<file path="src/rtl/init_command_sequencer_if.sv">
//------------------------------------------------------------------------------
// Module  : init_command_sequencer_if
// Brief   : CPU write port plus configuration/command outputs of the sequencer.
// Revision: 1.0 - initial release
//------------------------------------------------------------------------------
`default_nettype none

interface init_command_sequencer_if;
  logic       write_bar;
  logic       chip_select_bar;
  logic       A0;
  logic [7:0] internal_bus;

  logic       init_done;
  logic [4:0] vector_base;
  logic       ltim;
  logic       single_mode;
  logic [7:0] cascade_cfg;
  logic       upm;
  logic       aeoi;
  logic       master_sel;
  logic       buffered_mode;
  logic       sfnm;
  logic [7:0] imr;
  logic       ocw2_valid;
  logic [2:0] ocw2_cmd;
  logic [2:0] ocw2_level;
  logic       read_isr;
  logic       poll_cmd;
  logic       special_mask;

  modport master (
    output write_bar, chip_select_bar, A0, internal_bus,
    input  init_done, vector_base, ltim, single_mode, cascade_cfg,
           upm, aeoi, master_sel, buffered_mode, sfnm, imr,
           ocw2_valid, ocw2_cmd, ocw2_level, read_isr, poll_cmd, special_mask
  );

  modport slave (
    input  write_bar, chip_select_bar, A0, internal_bus,
    output init_done, vector_base, ltim, single_mode, cascade_cfg,
           upm, aeoi, master_sel, buffered_mode, sfnm, imr,
           ocw2_valid, ocw2_cmd, ocw2_level, read_isr, poll_cmd, special_mask
  );
endinterface

`default_nettype wire

</file>
<file path="src/rtl/init_command_sequencer.sv">
//------------------------------------------------------------------------------
// Module  : init_command_sequencer
// Brief   : 8259A ICW1..ICW4 init sequencer and OCW1/2/3 command decoder.
// Revision: 1.0 - initial release
//------------------------------------------------------------------------------
`default_nettype none

module init_command_sequencer #(
  parameter logic [7:0] RESET_IMR = 8'hFF
) (
  input  wire logic                    clk,
  input  wire logic                    reset_bar,
  init_command_sequencer_if.slave      bus
);

  typedef enum logic [2:0] {
    WAIT_ICW1 = 3'd0,
    WAIT_ICW2 = 3'd1,
    WAIT_ICW3 = 3'd2,
    WAIT_ICW4 = 3'd3,
    READY     = 3'd4
  } state_t;

  state_t     r_state;
  state_t     w_state_next;

  logic       r_wr_q;
  logic       r_a0_q;
  logic [7:0] r_data_q;
  logic       r_ic4;

  logic       r_ltim;
  logic       r_single_mode;
  logic [4:0] r_vector_base;
  logic [7:0] r_cascade_cfg;
  logic [4:0] r_icw4;
  logic [7:0] r_imr;
  logic       r_ocw2_valid;
  logic [2:0] r_ocw2_cmd;
  logic [2:0] r_ocw2_level;
  logic       r_read_isr;
  logic       r_poll_cmd;
  logic       r_special_mask;

  logic       w_wr_active;
  logic       w_commit;
  logic       w_is_icw1;
  logic       w_is_ocw2;
  logic       w_is_ocw3;
  logic       w_ld_icw1;
  logic       w_ld_icw2;
  logic       w_ld_icw3;
  logic       w_ld_icw4;
  logic       w_ld_ocw1;
  logic       w_ld_ocw2;
  logic       w_ld_ocw3;

  assign w_wr_active = ~bus.write_bar & ~bus.chip_select_bar;
  // A write takes effect on the first edge that sees the strobe gone.
  assign w_commit    = r_wr_q & ~w_wr_active;
  assign w_is_icw1   = ~r_a0_q & r_data_q[4];
  assign w_is_ocw2   = ~r_a0_q & ~r_data_q[4] & ~r_data_q[3];
  assign w_is_ocw3   = ~r_a0_q & ~r_data_q[4] &  r_data_q[3];

  always_ff @(posedge clk or negedge reset_bar) begin
    if (!reset_bar) begin
      r_wr_q   <= 1'b0;
      r_a0_q   <= 1'b0;
      r_data_q <= 8'h00;
    end else begin
      r_wr_q <= w_wr_active;
      if (w_wr_active) begin
        r_a0_q   <= bus.A0;
        r_data_q <= bus.internal_bus;
      end
    end
  end

  always_ff @(posedge clk or negedge reset_bar) begin
    if (!reset_bar) begin
      r_state <= WAIT_ICW1;
    end else begin
      r_state <= w_state_next;
    end
  end

  always_comb begin
    w_state_next = r_state;
    w_ld_icw1    = 1'b0;
    w_ld_icw2    = 1'b0;
    w_ld_icw3    = 1'b0;
    w_ld_icw4    = 1'b0;
    w_ld_ocw1    = 1'b0;
    w_ld_ocw2    = 1'b0;
    w_ld_ocw3    = 1'b0;
    if (w_commit) begin
      if (w_is_icw1) begin
        w_ld_icw1    = 1'b1;
        w_state_next = WAIT_ICW2;
      end else if (r_a0_q) begin
        case (r_state)
          WAIT_ICW2: begin
            w_ld_icw2 = 1'b1;
            if (!r_single_mode) w_state_next = WAIT_ICW3;
            else if (r_ic4)     w_state_next = WAIT_ICW4;
            else                w_state_next = READY;
          end
          WAIT_ICW3: begin
            w_ld_icw3    = 1'b1;
            w_state_next = r_ic4 ? WAIT_ICW4 : READY;
          end
          WAIT_ICW4: begin
            w_ld_icw4    = 1'b1;
            w_state_next = READY;
          end
          READY:     w_ld_ocw1 = 1'b1;
          default:   ;
        endcase
      end else if (r_state == READY) begin
        w_ld_ocw2 = w_is_ocw2;
        w_ld_ocw3 = w_is_ocw3;
      end
    end
  end

  always_ff @(posedge clk or negedge reset_bar) begin
    if (!reset_bar) begin
      r_ic4          <= 1'b0;
      r_ltim         <= 1'b0;
      r_single_mode  <= 1'b0;
      r_vector_base  <= 5'd0;
      r_cascade_cfg  <= 8'h00;
      r_icw4         <= 5'd0;
      r_imr          <= RESET_IMR;
      r_ocw2_valid   <= 1'b0;
      r_ocw2_cmd     <= 3'd0;
      r_ocw2_level   <= 3'd0;
      r_read_isr     <= 1'b0;
      r_poll_cmd     <= 1'b0;
      r_special_mask <= 1'b0;
    end else begin
      r_ocw2_valid <= w_ld_ocw2;
      r_poll_cmd   <= w_ld_ocw3 & r_data_q[2];
      if (w_ld_icw1) begin
        r_ltim         <= r_data_q[3];
        r_single_mode  <= r_data_q[1];
        r_ic4          <= r_data_q[0];
        r_imr          <= 8'h00;
        r_cascade_cfg  <= 8'h00;
        r_icw4         <= 5'd0;
        r_special_mask <= 1'b0;
        r_read_isr     <= 1'b0;
      end
      if (w_ld_icw2) r_vector_base <= r_data_q[7:3];
      if (w_ld_icw3) r_cascade_cfg <= r_data_q;
      if (w_ld_icw4) r_icw4        <= r_data_q[4:0];
      if (w_ld_ocw1) r_imr         <= r_data_q;
      if (w_ld_ocw2) begin
        r_ocw2_cmd   <= r_data_q[7:5];
        r_ocw2_level <= r_data_q[2:0];
      end
      if (w_ld_ocw3) begin
        if (r_data_q[1]) r_read_isr     <= r_data_q[0];
        if (r_data_q[6]) r_special_mask <= r_data_q[5];
      end
    end
  end

  assign bus.init_done     = (r_state == READY);
  assign bus.vector_base   = r_vector_base;
  assign bus.ltim          = r_ltim;
  assign bus.single_mode   = r_single_mode;
  assign bus.cascade_cfg   = r_cascade_cfg;
  assign bus.upm           = r_icw4[0];
  assign bus.aeoi          = r_icw4[1];
  assign bus.master_sel    = r_icw4[2];
  assign bus.buffered_mode = r_icw4[3];
  assign bus.sfnm          = r_icw4[4];
  assign bus.imr           = r_imr;
  assign bus.ocw2_valid    = r_ocw2_valid;
  assign bus.ocw2_cmd      = r_ocw2_cmd;
  assign bus.ocw2_level    = r_ocw2_level;
  assign bus.read_isr      = r_read_isr;
  assign bus.poll_cmd      = r_poll_cmd;
  assign bus.special_mask  = r_special_mask;

endmodule

`default_nettype wire

</file>
<file path="src/flat_wrapper.sv">
// flat-port wrapper written by rule: the top's interface ports become plain ports
module init_command_sequencer_flat 
#(
  parameter logic [7:0] RESET_IMR = 8'hFF
)
  (clk, reset_bar, bus_write_bar, bus_chip_select_bar, bus_A0, bus_internal_bus, bus_init_done, bus_vector_base, bus_ltim, bus_single_mode, bus_cascade_cfg, bus_upm, bus_aeoi, bus_master_sel, bus_buffered_mode, bus_sfnm, bus_imr, bus_ocw2_valid, bus_ocw2_cmd, bus_ocw2_level, bus_read_isr, bus_poll_cmd, bus_special_mask);
  init_command_sequencer_if bus_i ();
  input  wire logic clk;
  input  wire logic reset_bar;
  input wire logic [$bits(bus_i.write_bar)-1:0] bus_write_bar;
  input wire logic [$bits(bus_i.chip_select_bar)-1:0] bus_chip_select_bar;
  input wire logic [$bits(bus_i.A0)-1:0] bus_A0;
  input wire logic [$bits(bus_i.internal_bus)-1:0] bus_internal_bus;
  output wire logic [$bits(bus_i.init_done)-1:0] bus_init_done;
  output wire logic [$bits(bus_i.vector_base)-1:0] bus_vector_base;
  output wire logic [$bits(bus_i.ltim)-1:0] bus_ltim;
  output wire logic [$bits(bus_i.single_mode)-1:0] bus_single_mode;
  output wire logic [$bits(bus_i.cascade_cfg)-1:0] bus_cascade_cfg;
  output wire logic [$bits(bus_i.upm)-1:0] bus_upm;
  output wire logic [$bits(bus_i.aeoi)-1:0] bus_aeoi;
  output wire logic [$bits(bus_i.master_sel)-1:0] bus_master_sel;
  output wire logic [$bits(bus_i.buffered_mode)-1:0] bus_buffered_mode;
  output wire logic [$bits(bus_i.sfnm)-1:0] bus_sfnm;
  output wire logic [$bits(bus_i.imr)-1:0] bus_imr;
  output wire logic [$bits(bus_i.ocw2_valid)-1:0] bus_ocw2_valid;
  output wire logic [$bits(bus_i.ocw2_cmd)-1:0] bus_ocw2_cmd;
  output wire logic [$bits(bus_i.ocw2_level)-1:0] bus_ocw2_level;
  output wire logic [$bits(bus_i.read_isr)-1:0] bus_read_isr;
  output wire logic [$bits(bus_i.poll_cmd)-1:0] bus_poll_cmd;
  output wire logic [$bits(bus_i.special_mask)-1:0] bus_special_mask;
  assign bus_i.write_bar = bus_write_bar;
  assign bus_i.chip_select_bar = bus_chip_select_bar;
  assign bus_i.A0 = bus_A0;
  assign bus_i.internal_bus = bus_internal_bus;
  assign bus_init_done = bus_i.init_done;
  assign bus_vector_base = bus_i.vector_base;
  assign bus_ltim = bus_i.ltim;
  assign bus_single_mode = bus_i.single_mode;
  assign bus_cascade_cfg = bus_i.cascade_cfg;
  assign bus_upm = bus_i.upm;
  assign bus_aeoi = bus_i.aeoi;
  assign bus_master_sel = bus_i.master_sel;
  assign bus_buffered_mode = bus_i.buffered_mode;
  assign bus_sfnm = bus_i.sfnm;
  assign bus_imr = bus_i.imr;
  assign bus_ocw2_valid = bus_i.ocw2_valid;
  assign bus_ocw2_cmd = bus_i.ocw2_cmd;
  assign bus_ocw2_level = bus_i.ocw2_level;
  assign bus_read_isr = bus_i.read_isr;
  assign bus_poll_cmd = bus_i.poll_cmd;
  assign bus_special_mask = bus_i.special_mask;
  init_command_sequencer #(.RESET_IMR(RESET_IMR)) u_core (.clk(clk), .reset_bar(reset_bar), .bus(bus_i));
endmodule
</file>
<file path="config.mk">
export PLATFORM = sky130hd
export DESIGN_NAME = init_command_sequencer_flat
export DESIGN_NICKNAME = d
export VERILOG_FILES = /design/src/rtl/init_command_sequencer_if.sv /design/src/rtl/init_command_sequencer.sv /design/src/flat_wrapper.sv
export SDC_FILE = /design/constraint.sdc
export NUM_CORES = 1
export LEC_CHECK = 0
export ABC_AREA = 1
export CORE_ASPECT_RATIO = 0.5
export CORE_MARGIN = 1.5
export CORE_UTILIZATION = 30
export CTS_BUF_LIST = sky130_fd_sc_hd__clkbuf_16
export CTS_CLUSTER_DIAMETER = 100
export DETAILED_ROUTE_END_ITERATION = 7
export GPL_TIMING_DRIVEN = 0
export REMOVE_ABC_BUFFERS = 1
export SLEW_MARGIN = 20
export SYNTH_ARGS = -nofsm -noshare
export SYNTH_HDL_FRONTEND = slang
export SYNTH_SLANG_ARGS = --single-unit
</file>
<file path="constraint.sdc">
create_clock -name clk -period 3.8 [get_ports clk]
set_input_delay 0.38 -clock clk [delete_from_list [all_inputs] [get_ports clk]]
set_output_delay 0.38 -clock clk [all_outputs]
set_load 0.02 [all_outputs]
</file>
Word-level counts from Yosys, hierarchy flattened
Index checks and enable logic that the tools add are counted.
- flip-flop bits (word level): 52
- input bits: 13
- output and inout port bits: 39
- word-level logic and storage cells: 82
- eq/ne operators: 4
- multiplexer cells: 42
- bitwise logic cells: 13
- reduce and logical (&&, ||, !) cells: 6
- operators by type and width (cell ; count):
    2-to-1 mux 1 bit ; 32
    2-to-1 mux 8 bit ; 3
    2-to-1 mux 3 bit ; 4
    2-to-1 mux 5 bit ; 2
    case mux 3 bit (3 select lines) ; 1
    nonzero test 2 bit ; 4
    AND 1 bit ; 7
    == test 3 x 2 -> 1 bit (second input constant) ; 2
    NOT 1 bit ; 6
    nonzero test 4 bit ; 1
    == test 3 x 1 -> 1 bit (second input constant) ; 1
    == test 3 bit (second input constant) ; 1
    AND reduction 3 bit ; 1

Logic depth before layout (Yosys ltp)
Gate-level depths: netlist of the first run.
- depth in word-level cells: 8
- depth in mapped cells: 7
- mapped depth without buffers: 7

Least setup slack after synthesis of the first run
OpenSTA, ideal clock, no wires.
- path kind: register to register
- start: register u_core.r_a0_q
- end: register u_core.r_ocw2_level[0], in the netlist u_core.bus.ocw2_level[0]
- setup time: 0.119 ns
- data arrival time: 1.090 ns
- required time: 3.681 ns
- setup slack: 2.592 ns
- stages on the path, launching flop included: 8
- buffers on the path: 1
- period minus slack after synthesis: 1.208 ns
- cells stage by stage: dfrtp_1 > nor2_1 > nand2_1 > nor2_2 > nand2_2 > buf_6 > nand2_1 > o21ai_2
- longest elaborated chain between the ends: 7
- elaborated cells on any way between the ends: 8
- those cells by class: mux (4); bitwise (4)
- ends and longest elaborated chain (element ; line ; RTL):
    from (decl) ; init_command_sequencer.sv:28 ; logic r_a0_q;
    from (signal assigned) ; init_command_sequencer.sv:73 ; r_a0_q <= bus.A0;
    NOT 1 bit ; init_command_sequencer.sv:61, init_command_sequencer.sv:62 ;
    AND 1 bit (2 in series) ; init_command_sequencer.sv:62 ; assign w_is_ocw2 = ~r_a0_q & ~r_data_q[4] & ~r_data_q[3];
    2-to-1 mux 1 bit ; init_command_sequencer.sv:119 ; end else if (r_state == READY) begin
    2-to-1 mux 1 bit ; init_command_sequencer.sv:100 ; end else if (r_a0_q) begin
    2-to-1 mux 1 bit (*) ; init_command_sequencer.sv:97 ; if (w_is_icw1) begin
    2-to-1 mux 1 bit (*) ; init_command_sequencer.sv:96 ; if (w_commit) begin
    to (signal assigned) ; init_command_sequencer.sv:160 ; r_ocw2_level <= r_data_q[2:0];
    to (decl) ; init_command_sequencer.sv:40 ; logic [2:0] r_ocw2_level;
Every way passes the cells marked *; elsewhere a longest branch is shown, timed or not.
A chain may end at the register's enable or synchronous reset.

Worst setup path in the final report of the first run
- start: register u_core.r_state[0]
- end: output bus_init_done
- longest elaborated chain between the ends: 1
- ends and longest elaborated chain (element ; line ; RTL):
    from (decl) ; init_command_sequencer.sv:24 ; state_t r_state;
    from (signal assigned) ; init_command_sequencer.sv:83 ; r_state <= w_state_next;
    == test 3 bit ; init_command_sequencer.sv:169 ; assign bus.init_done = (r_state == READY);
    to (decl) ; flat_wrapper.sv:14 ; output wire logic [$bits(bus_i.init_done)-1:0] bus_init_done;
No other way between the ends.

==> flow_metrics.tcl, run 1 <==
set metrics [dict create \
    status "complete, no violations" \
    cp_data_arrival_time_ps 1690 \
    path_clk_slew_ps 70 \
    cts_resized 0 \
    end_kind "output pin" \
    p_int_mw 1.214 \
    ys_seq_area_share_pct 59.41 \
    diodes 0 \
    worst_clock_skew_ps 7.903 \
    ant_nets 0 \
    num_rows 21 \
    worst_r2r_endpoint "u_core.bus.ocw2_cmd[1]$_DFFE_PN0P_" \
    dpl.hpwl_mm 3.582 \
    avgSynthCellArea_um2 9.120 \
    final_core_util_pct 42.78 \
    antenna_found_initial 0 \
    p_leak_nw 1.372 \
    synth-seq-cells 52 \
    die-area_um2 7912 \
    worstSkewPairLatency_ps 290 \
    synth_edf_count 0 \
    wl_mm 4.728 \
    layout-drive-gt1-share_pct 12.75 \
    drtIter0Drc 103 \
    gp_congestion 0.7514 \
    power_frac_comb_pct 33.2 \
    p_sw_share_pct 33.81 \
    timing.fmax_ghz 0.4824 \
    finalHoldViolCount 0 \
    p_clk_share_pct 22.9 \
    reg2reg_depth 6 \
    cts_sinks 52 \
    io_pins 52 \
    cellPowerDensity_nw_per_um2 622.7 \
    p_seq_share_pct 43.9 \
    async_flop_share_pct 100.0 \
    drc 0 \
    maxCapViolCount 0 \
    synth_ff_type "dfrtp_1" \
    grt_pass1_vias 1657 \
    initial_core_util_pct 32.06 \
    syn-cell-area_um2 2207 \
    core_um2 6884 \
    routed_via_density 4.395 \
    cp_max_fo 5 \
    clock_path_buffers 2 \
    die-height_um 63.65 \
    dr.pass1.iters 4 \
    port_buffers 51 \
    hold_buffers 0 \
    cts.htree.levels 2 \
    required_ps 3420 \
    start_kind "register" \
    fin_nets 310 \
    drv_slew 0 \
    ir_drop_v 0.0002141 \
    worst_slew_pin_slew_ps 634.4 \
    r2r-start "u_core.r_state[0]$_DFFE_PN0P_" \
    cts_tree "done" \
    reg2reg_slack_ps 2410 \
    min_period_ps 2073 \
    cts_setup_buffers 0 \
    p_switching_mw 0.6201 \
    vias 1714 \
    yosysWarnings 0 \
    die_width_um 124.3 \
    setup_viol 0 \
    synthCells 242 \
    post-route-period-util_pct 54.55 \
    track_usage_pct 12.65 \
    rsz0062_at_grt "false" \
    grt_max_degree 53 \
    min_path_type "input pin to async pin" \
    grt_pass1_wl_mm 7.976 \
    cts_root_buf "clkbuf_16" \
    max_slew_margin_pct 57.71 \
    tns_ps 0 \
    critical_path_class "register to output pin" \
    cts_made_buffers 5 \
    synth_cell_types 22 \
    grt_overflow 0 \
    areaGrowthSynthToFinish_pct 33.45 \
    routedWlPerCell_um 12.12 \
]
final cells by class:
| cell class | instances | area [µm²] |
|---|---|---|
| inverters | 22 | 82.58 |
| multi-input cells | 165 | 792.0 |
| clock inverters | 3 | 11.26 |
| flip-flops and latches | 52 | 1311 |
| fillers | 689 | 3939 |
| repair buffers | 51 | 508.0 |
| clock buffers | 5 | 125.1 |
| well taps | 92 | 115.1 |
state kept, by name, summed over array words and instances (netlist names), 3 cells and up:
name                    cells
u_core.r_state              3
u_core.bus.imr              8
u_core.bus.cascade_cfg      8
u_core.bus.ocw2_level       3
u_core.r_data_q             8
u_core.bus.ocw2_cmd         3
u_core.bus.vector_base      5
u_core.r_icw4               5
stage by stage:
stage | area, µm² | setup WS [ps] | hold slack, ps | cells | power (mW)
2_1_floorplan | 2186 | 2575 | 84.41 | 239 | 1.121
3_3_place_gp | 2811 | 892.7 | 453.5 | 382 | 1.419
3_5_place_dp | 2809 | 1787 | 448.9 | 382 | 1.429
4_1_cts | 2945 | 1714 | 137.3 | 390 | 1.855
5_1_grt | 2945 | 1665 | 171.3 | 390 | 1.940
6_report | 2945 | 1727 | 118.1 | 390 | 1.834
worst max-delay path: stages, from the launching register on:
cell and delay (ps):
dfrtp_1 420, nor2_1 110, nand2_1 180, inv_1 100, clkdlybuf4s50_1 600
power by group through the flow:
stage                     sequential (mW)  combinational [mW]  clock [mW]
after floorplan                     0.929               0.192           0
after global placement              0.812               0.607           0
after detailed placement            0.815               0.614           0
after CTS                           0.807               0.617       0.431
after global routing                0.826               0.658       0.456
final                               0.806               0.608       0.420
Yosys cell counts, types with 2 or more instances:
cell / instances / area share (%)
nand2_1: 107 / 18
dfrtp_1: 44 / 50
o21ai_0: 21 / 4.8
inv_1: 18 / 3.1
dfstp_2: 8 / 9.5
nand3_1: 7 / 1.6
nor2_2: 5 / 1.4
nor2_4: 5 / 2.6
inv_2: 4 / 0.68
nor2_1: 4 / 0.68
o21ai_2: 4 / 1.6
buf_2: 2 / 0.45
nand3_2: 2 / 0.91
nand4_1: 2 / 0.57
o21ai_1: 2 / 0.45
logic make-up after synthesis:
family | share of synthesized area, %
AND/OR/NAND/NOR | 28.85
flip-flops | 59.41
AO/OA/AOI/OAI | 7.029
buffers and inverters | 4.705
metal layers:
metal	wire [µm]	share of wire (%)	up-vias	global-route usage, %
li1	-	-	868	-
met4	54	1.1	0	3.879
met1	2317	49	814	16.60
met3	172	3.6	6	3.398
met2	2183	46	26	20.54
met5	0	0	-	0
placed cells by master (no fill, tap or decap), drive strengths merged, types with 5 or more instances in the layout:
cell type      instances
nand2                108
dfstp                  8
clkbuf                 5
nor2                  15
dfrtp                 44
o21ai                 27
nand3                 10
inv                   23
clkdlybuf4s50         50
how the worst max path moves through the flow:
stage / start / to / slack (ps) / depth (start not counted)
2_1_floorplan: bus_chip_select_bar / u_core.bus.ocw2_cmd[0]$_DFFE_PN0P_ / 2580 / 5
4_1_cts: u_core.r_state[0]$_DFFE_PN0P_ / bus_init_done / 1710 / 4
6_report: u_core.r_state[0]$_DFFE_PN0P_ / bus_init_done / 1730 / 4
5_1_grt: u_core.r_state[0]$_DFFE_PN0P_ / bus_init_done / 1670 / 4
3_3_place_gp: reset_bar / u_core.r_icw4[2]$_DFFE_PN0P_ / 890 / 1
3_5_place_dp: bus_chip_select_bar / u_core.bus.ocw2_cmd[1]$_DFFE_PN0P_ / 1790 / 6
No activity file was read; power rests on OpenSTA's default activity.
==> inputs of run 2 (changes only) <==
==> constraint.sdc (replaced) <==
create_clock -name clk -period 2.09 [get_ports clk]
set_input_delay 0.209 -clock clk [delete_from_list [all_inputs] [get_ports clk]]
set_output_delay 0.209 -clock clk [all_outputs]
set_load 0.02 [all_outputs]
==> flow_metrics.tcl, run 2 (same netlist as run 1, synthesis figures left out) <==
set metrics [dict create \
    status "complete, no violations" \
    track_usage_pct 12.72 \
    path_cells "nor2_1 > nand2_1 > inv_1 > clkdlybuf4s50_1" \
    worst_slew_pin_slew_ps 637.8 \
    ant_nets 0 \
    path_clk_slew_ps 70 \
    use_met3_pct 3.398 \
    grt_pass1_vias 1665 \
    gp_congestion 0.7514 \
    ir_drop_v 0.0003898 \
    grt_pass1_wl_mm 8.017 \
    fill_cells 689 \
    critical-path-max-stage-delay_ps 600 \
    die-height_um 63.65 \
    total_power_mw 3.336 \
    setup_ws_ps 184.4 \
    holdWs_ps 462.7 \
    grt_overflow 0 \
    die_width_um 124.3 \
    grt_max_degree 53 \
    cts_resized 0 \
    core_um2 6884 \
    p_leak_nw 1.376 \
    vias 1717 \
    num_rows 21 \
    critical_path_class "register to output pin" \
    pre_cts_ws_ps 248.5 \
    required_ps 1880 \
    port_buffers 51 \
    finalHoldViolCount 0 \
    layout-drive-gt1-share_pct 12.71 \
    cts_root_buf "clkbuf_16" \
    critical_path.top_delay_family "buffers and inverters" \
    drc 0 \
    min_path_type "register to register" \
    cts.htree.levels 2 \
    min_period_ps 1906 \
    final_core_util_pct 42.93 \
    routed_via_density 4.391 \
    clock_path_buffers 2 \
    setup_viol 0 \
    use_met1_pct 16.60 \
    rsz0062_at_grt "false" \
    layout_commonest_cell "nand2_1" \
    drtIter0Drc 114 \
    worstSkewPairLatency_ps 290 \
    io_pins 52 \
    antenna_found_initial 0 \
    areaGrowthSynthToFinish_pct 33.90 \
    layout_common_cells "nand2_1 (107), clkdlybuf4s50_1 (50), dfrtp_1 (44)" \
    place_area_um2 2809 \
    post-route-period-util_pct 91.17 \
    stdcell_area_um2 2955 \
    cp_max_fo 5 \
    dpl.hpwl_mm 3.582 \
    timing.fmax_ghz 0.5248 \
    worst-path-buf-inv 2 \
    dr.pass1.iters 4 \
    hold_buffers 1 \
    end_kind "output pin" \
    worst_clock_skew_ps 7.753 \
    cp_data_arrival_time_ps 1700 \
    cellPowerDensity_nw_per_um2 1129 \
    multi_input_area_um2 792.0 \
    grt_busiest_layer "met2" \
    diodes 0 \
    die-area_um2 7912 \
    cp_slowest_cell "clkdlybuf4s50_1" \
    wl_mm 4.764 \
    start_kind "register" \
    initial_core_util_pct 32.06 \
    routedWlPerCell_um 12.18 \
    cts_made_buffers 5 \
    cts_setup_buffers 0 \
    fin_nets 311 \
    cts_tree "done" \
    max_slew_margin_pct 57.48 \
    drv_slew 0 \
    final-seq-area_um2 1311 \
    met2_usage_pct 20.81 \
    maxCapViolCount 0 \
    cts_sinks 52 \
]
run 2: cell count changes in the layout (fill, tap and decap cells not counted):
cell / delta
dlygate4sd3_1: +1
run 2: per-stage QoR:
| stage | setup TNS (ps) | instances |
|---|---|---|
| 2_1_floorplan | 0 | 239 |
| 3_3_place_gp | -29260 | 382 |
| 3_5_place_dp | 0 | 382 |
| 4_1_cts | 0 | 391 |
| 5_1_grt | 0 | 391 |
| 6_report | 0 | 391 |
run 2: worst register-to-register path, cell delays in order, from the launching register on:
cell and delay (ps):
dfrtp_1 420, nor2_1 110, nand2_1 180, nor2_2 160
nand2_2 190, nand2_1 150, o21ai_2 50
run 2: metal layers:
metal,vias to the layer above,part of all wire [%],wire [µm]
li1,869,-,-
met1,818,49,2325
met2,24,46,2212
met3,6,3.6,171
met5,-,0,0
met4,0,1.1,54
run 2: where the power goes:
part | internal, mW | switching (mW)
Clock | 0.431 | 0.333
Combinational | 0.498 | 0.609
Sequential | 1.28 | 0.185
Total | 2.21 | 1.13
run 2: path summary, 6_finish.rpt:
path,slack (ps),cells past startpoint,end,from
min reg2reg,460,2,u_core.bus.imr[4]$_DFFE_PN1P_,u_core.bus.imr[4]$_DFFE_PN1P_
max reg2reg,690,6,u_core.bus.ocw2_cmd[1]$_DFFE_PN0P_,u_core.r_state[0]$_DFFE_PN0P_
max in group asynchronous,1170,2,u_core.r_icw4[2]$_DFFE_PN0P_,reset_bar
max,180,4,bus_init_done,u_core.r_state[0]$_DFFE_PN0P_
min in group asynchronous,490,2,u_core.r_data_q[3]$_DFFE_PN0P_,reset_bar
min,460,2,u_core.bus.imr[4]$_DFFE_PN1P_,u_core.bus.imr[4]$_DFFE_PN1P_
run 2: cell type report:
| type | count | share of cell area (%) |
|---|---|---|
| flip-flops and latches | 52 | 44.37 |
| multi-input cells | 165 | 26.80 |
| repair buffers | 52 | 17.53 |
| clock buffers | 5 | 4.234 |
| well taps | 92 | 3.895 |
| inverters | 22 | 2.794 |
| clock inverters | 3 | 0.3810 |
==> inputs of run 3 (changes only) <==
--- a/config.mk
+++ b/config.mk
@@ -7,12 +7,12 @@
 export LEC_CHECK = 0
 export ABC_AREA = 1
 export CORE_ASPECT_RATIO = 0.5
-export CORE_MARGIN = 1.5
 export CORE_UTILIZATION = 30
 export CTS_BUF_LIST = sky130_fd_sc_hd__clkbuf_16
 export CTS_CLUSTER_DIAMETER = 100
 export DETAILED_ROUTE_END_ITERATION = 7
 export GPL_TIMING_DRIVEN = 0
+export MAX_ROUTING_LAYER = met4
 export REMOVE_ABC_BUFFERS = 1
 export SLEW_MARGIN = 20
 export SYNTH_ARGS = -nofsm -noshare
==> flow_metrics.tcl, run 3 (same netlist as run 1, synthesis figures left out) <==
set metrics [dict create \
    status "complete, no violations" \
    cts_sinks 52 \
    num_rows 21 \
    dpl.hpwl_mm 3.563 \
    die-area_um2 7725 \
    start_kind "register" \
    rsz0062_at_grt "false" \
    cp_slowest_cell "clkdlybuf4s50_1" \
    track_usage_pct 13.94 \
    multi_input_area_um2 792.0 \
    critical_path.top_delay_family "buffers and inverters" \
    critical-path-max-stage-delay_ps 590 \
    io_pins 52 \
    reg2reg_depth 6 \
    hold_buffers 1 \
    drc 0 \
    stdcell_area_um2 2955 \
    drv_slew 0 \
    maxCapViolCount 0 \
    post-route-period-util_pct 90.65 \
    place_area_um2 2809 \
    die_width_um 123.3 \
    grt_overflow 0 \
    worst_clock_skew_ps 6.011 \
    gp_congestion 0.7642 \
    cp_data_arrival_time_ps 1690 \
    die-height_um 62.65 \
    drtIter0Drc 103 \
    cts_resized 0 \
    vias 1761 \
    worst-path-buf-inv 2 \
    setup_viol 0 \
    required_ps 1880 \
    critical_path_class "register to output pin" \
    fill_cells 695 \
    min_period_ps 1895 \
    cellPowerDensity_nw_per_um2 1127 \
    dr.pass1.iters 4 \
    dp.cells 382 \
    total_power_mw 3.329 \
    path_cells "nor2_1 > nand2_1 > inv_1 > clkdlybuf4s50_1" \
    grt_pass1_wl_mm 8.142 \
    clock_path_buffers 2 \
    cts_setup_buffers 0 \
    worst_slew_pin_slew_ps 628.5 \
    cp_max_fo 5 \
    timing.fmax_ghz 0.5278 \
    worstHoldPathCells 2 \
    routedWlPerCell_um 12.26 \
    diodes 0 \
    max_slew_margin_pct 58.10 \
    fin_nets 311 \
    layout_common_cells "nand2_1 (107), clkdlybuf4s50_1 (50), dfrtp_1 (44)" \
    port_buffers 51 \
    layout_commonest_cell "nand2_1" \
    core_um2 6884 \
    cts_made_buffers 5 \
    initial_core_util_pct 32.06 \
    final-seq-area_um2 1311 \
    routed_via_density 4.504 \
    min_path_type "register to register" \
    layoutNonFillerInstCount 391 \
    areaGrowthSynthToFinish_pct 33.90 \
    grt_pass1_vias 1715 \
    ant_nets 0 \
    grt_max_degree 53 \
    finalHoldViolCount 0 \
    layout-drive-gt1-share_pct 12.71 \
    cts_root_buf "clkbuf_16" \
    path_clk_slew_ps 60 \
    p_leak_nw 1.380 \
    cts_tree "done" \
    ir_drop_v 0.0004547 \
    cts.htree.levels 2 \
    cp_num_cells 4 \
    end_kind "output pin" \
    worstSkewPairLatency_ps 280 \
    wl_mm 4.792 \
    antenna_found_initial 0 \
]
[run 3: path summary, 6_finish.rpt]
| check | from | to | slack, ps |
|---|---|---|---|
| setup / recovery | u_core.r_state[0]$_DFFE_PN0P_ | bus_init_done | 200 |
| hold / removal | u_core.bus.imr[7]$_DFFE_PN1P_ | u_core.bus.imr[7]$_DFFE_PN1P_ | 460 |
| setup reg to reg | u_core.r_state[0]$_DFFE_PN0P_ | u_core.bus.ocw2_cmd[2]$_DFFE_PN0P_ | 700 |
| hold reg to reg | u_core.bus.imr[7]$_DFFE_PN1P_ | u_core.bus.imr[7]$_DFFE_PN1P_ | 460 |
| max in group asynchronous | reset_bar | u_core.r_icw4[2]$_DFFE_PN0P_ | 1160 |
| min in group asynchronous | reset_bar | u_core.bus.ltim$_DFFE_PN0P_ | 510 |
[run 3: cell type report]
cell class	instances	share of cell area [%]
well taps	92	3.895
clock inverters	3	0.3810
multi-input cells	165	26.80
repair buffers	52	17.53
inverters	22	2.794
clock buffers	5	4.234
flip-flops and latches	52	44.37
[run 3: per-layer routing]
metal	track usage, %	routed length, µm	vias to the layer above
met5	-	0	-
met4	3.614	47	0
met3	2.920	204	5
met2	22.00	2274	31
met1	18.25	2265	852
li1	-	-	873
[run 3: stage by stage]
| step | worst slack, ps | TNS, ps | utilization [%] | hold slack (ps) |
|---|---|---|---|---|
| after floorplan | 902.1 | 0 | - | -86.59 |
| after global placement | -675.1 | -30700 | 40.84 | 452.9 |
| after detailed placement | 249.1 | 0 | 40.80 | 274.8 |
| after CTS | 190.4 | 0 | 42.93 | 463.7 |
| after global routing | 113.7 | 0 | 42.93 | 472.9 |
| final | 195.5 | 0 | 42.93 | 461.2 |
[run 3: power by group]
group,internal [mW],switching (mW),leakage (nW)
sequential,1.28,0.189,0.669
clock,0.431,0.323,0.0738
combinational,0.498,0.608,0.638
total,2.21,1.12,1.38
[run 3: worst reg2reg max path, delay by kind of cell (launching register included)]
kind / cells / cell delay [ps]
simple gates: 5 / 790
flops: 1 / 420
compound gates: 1 / 60
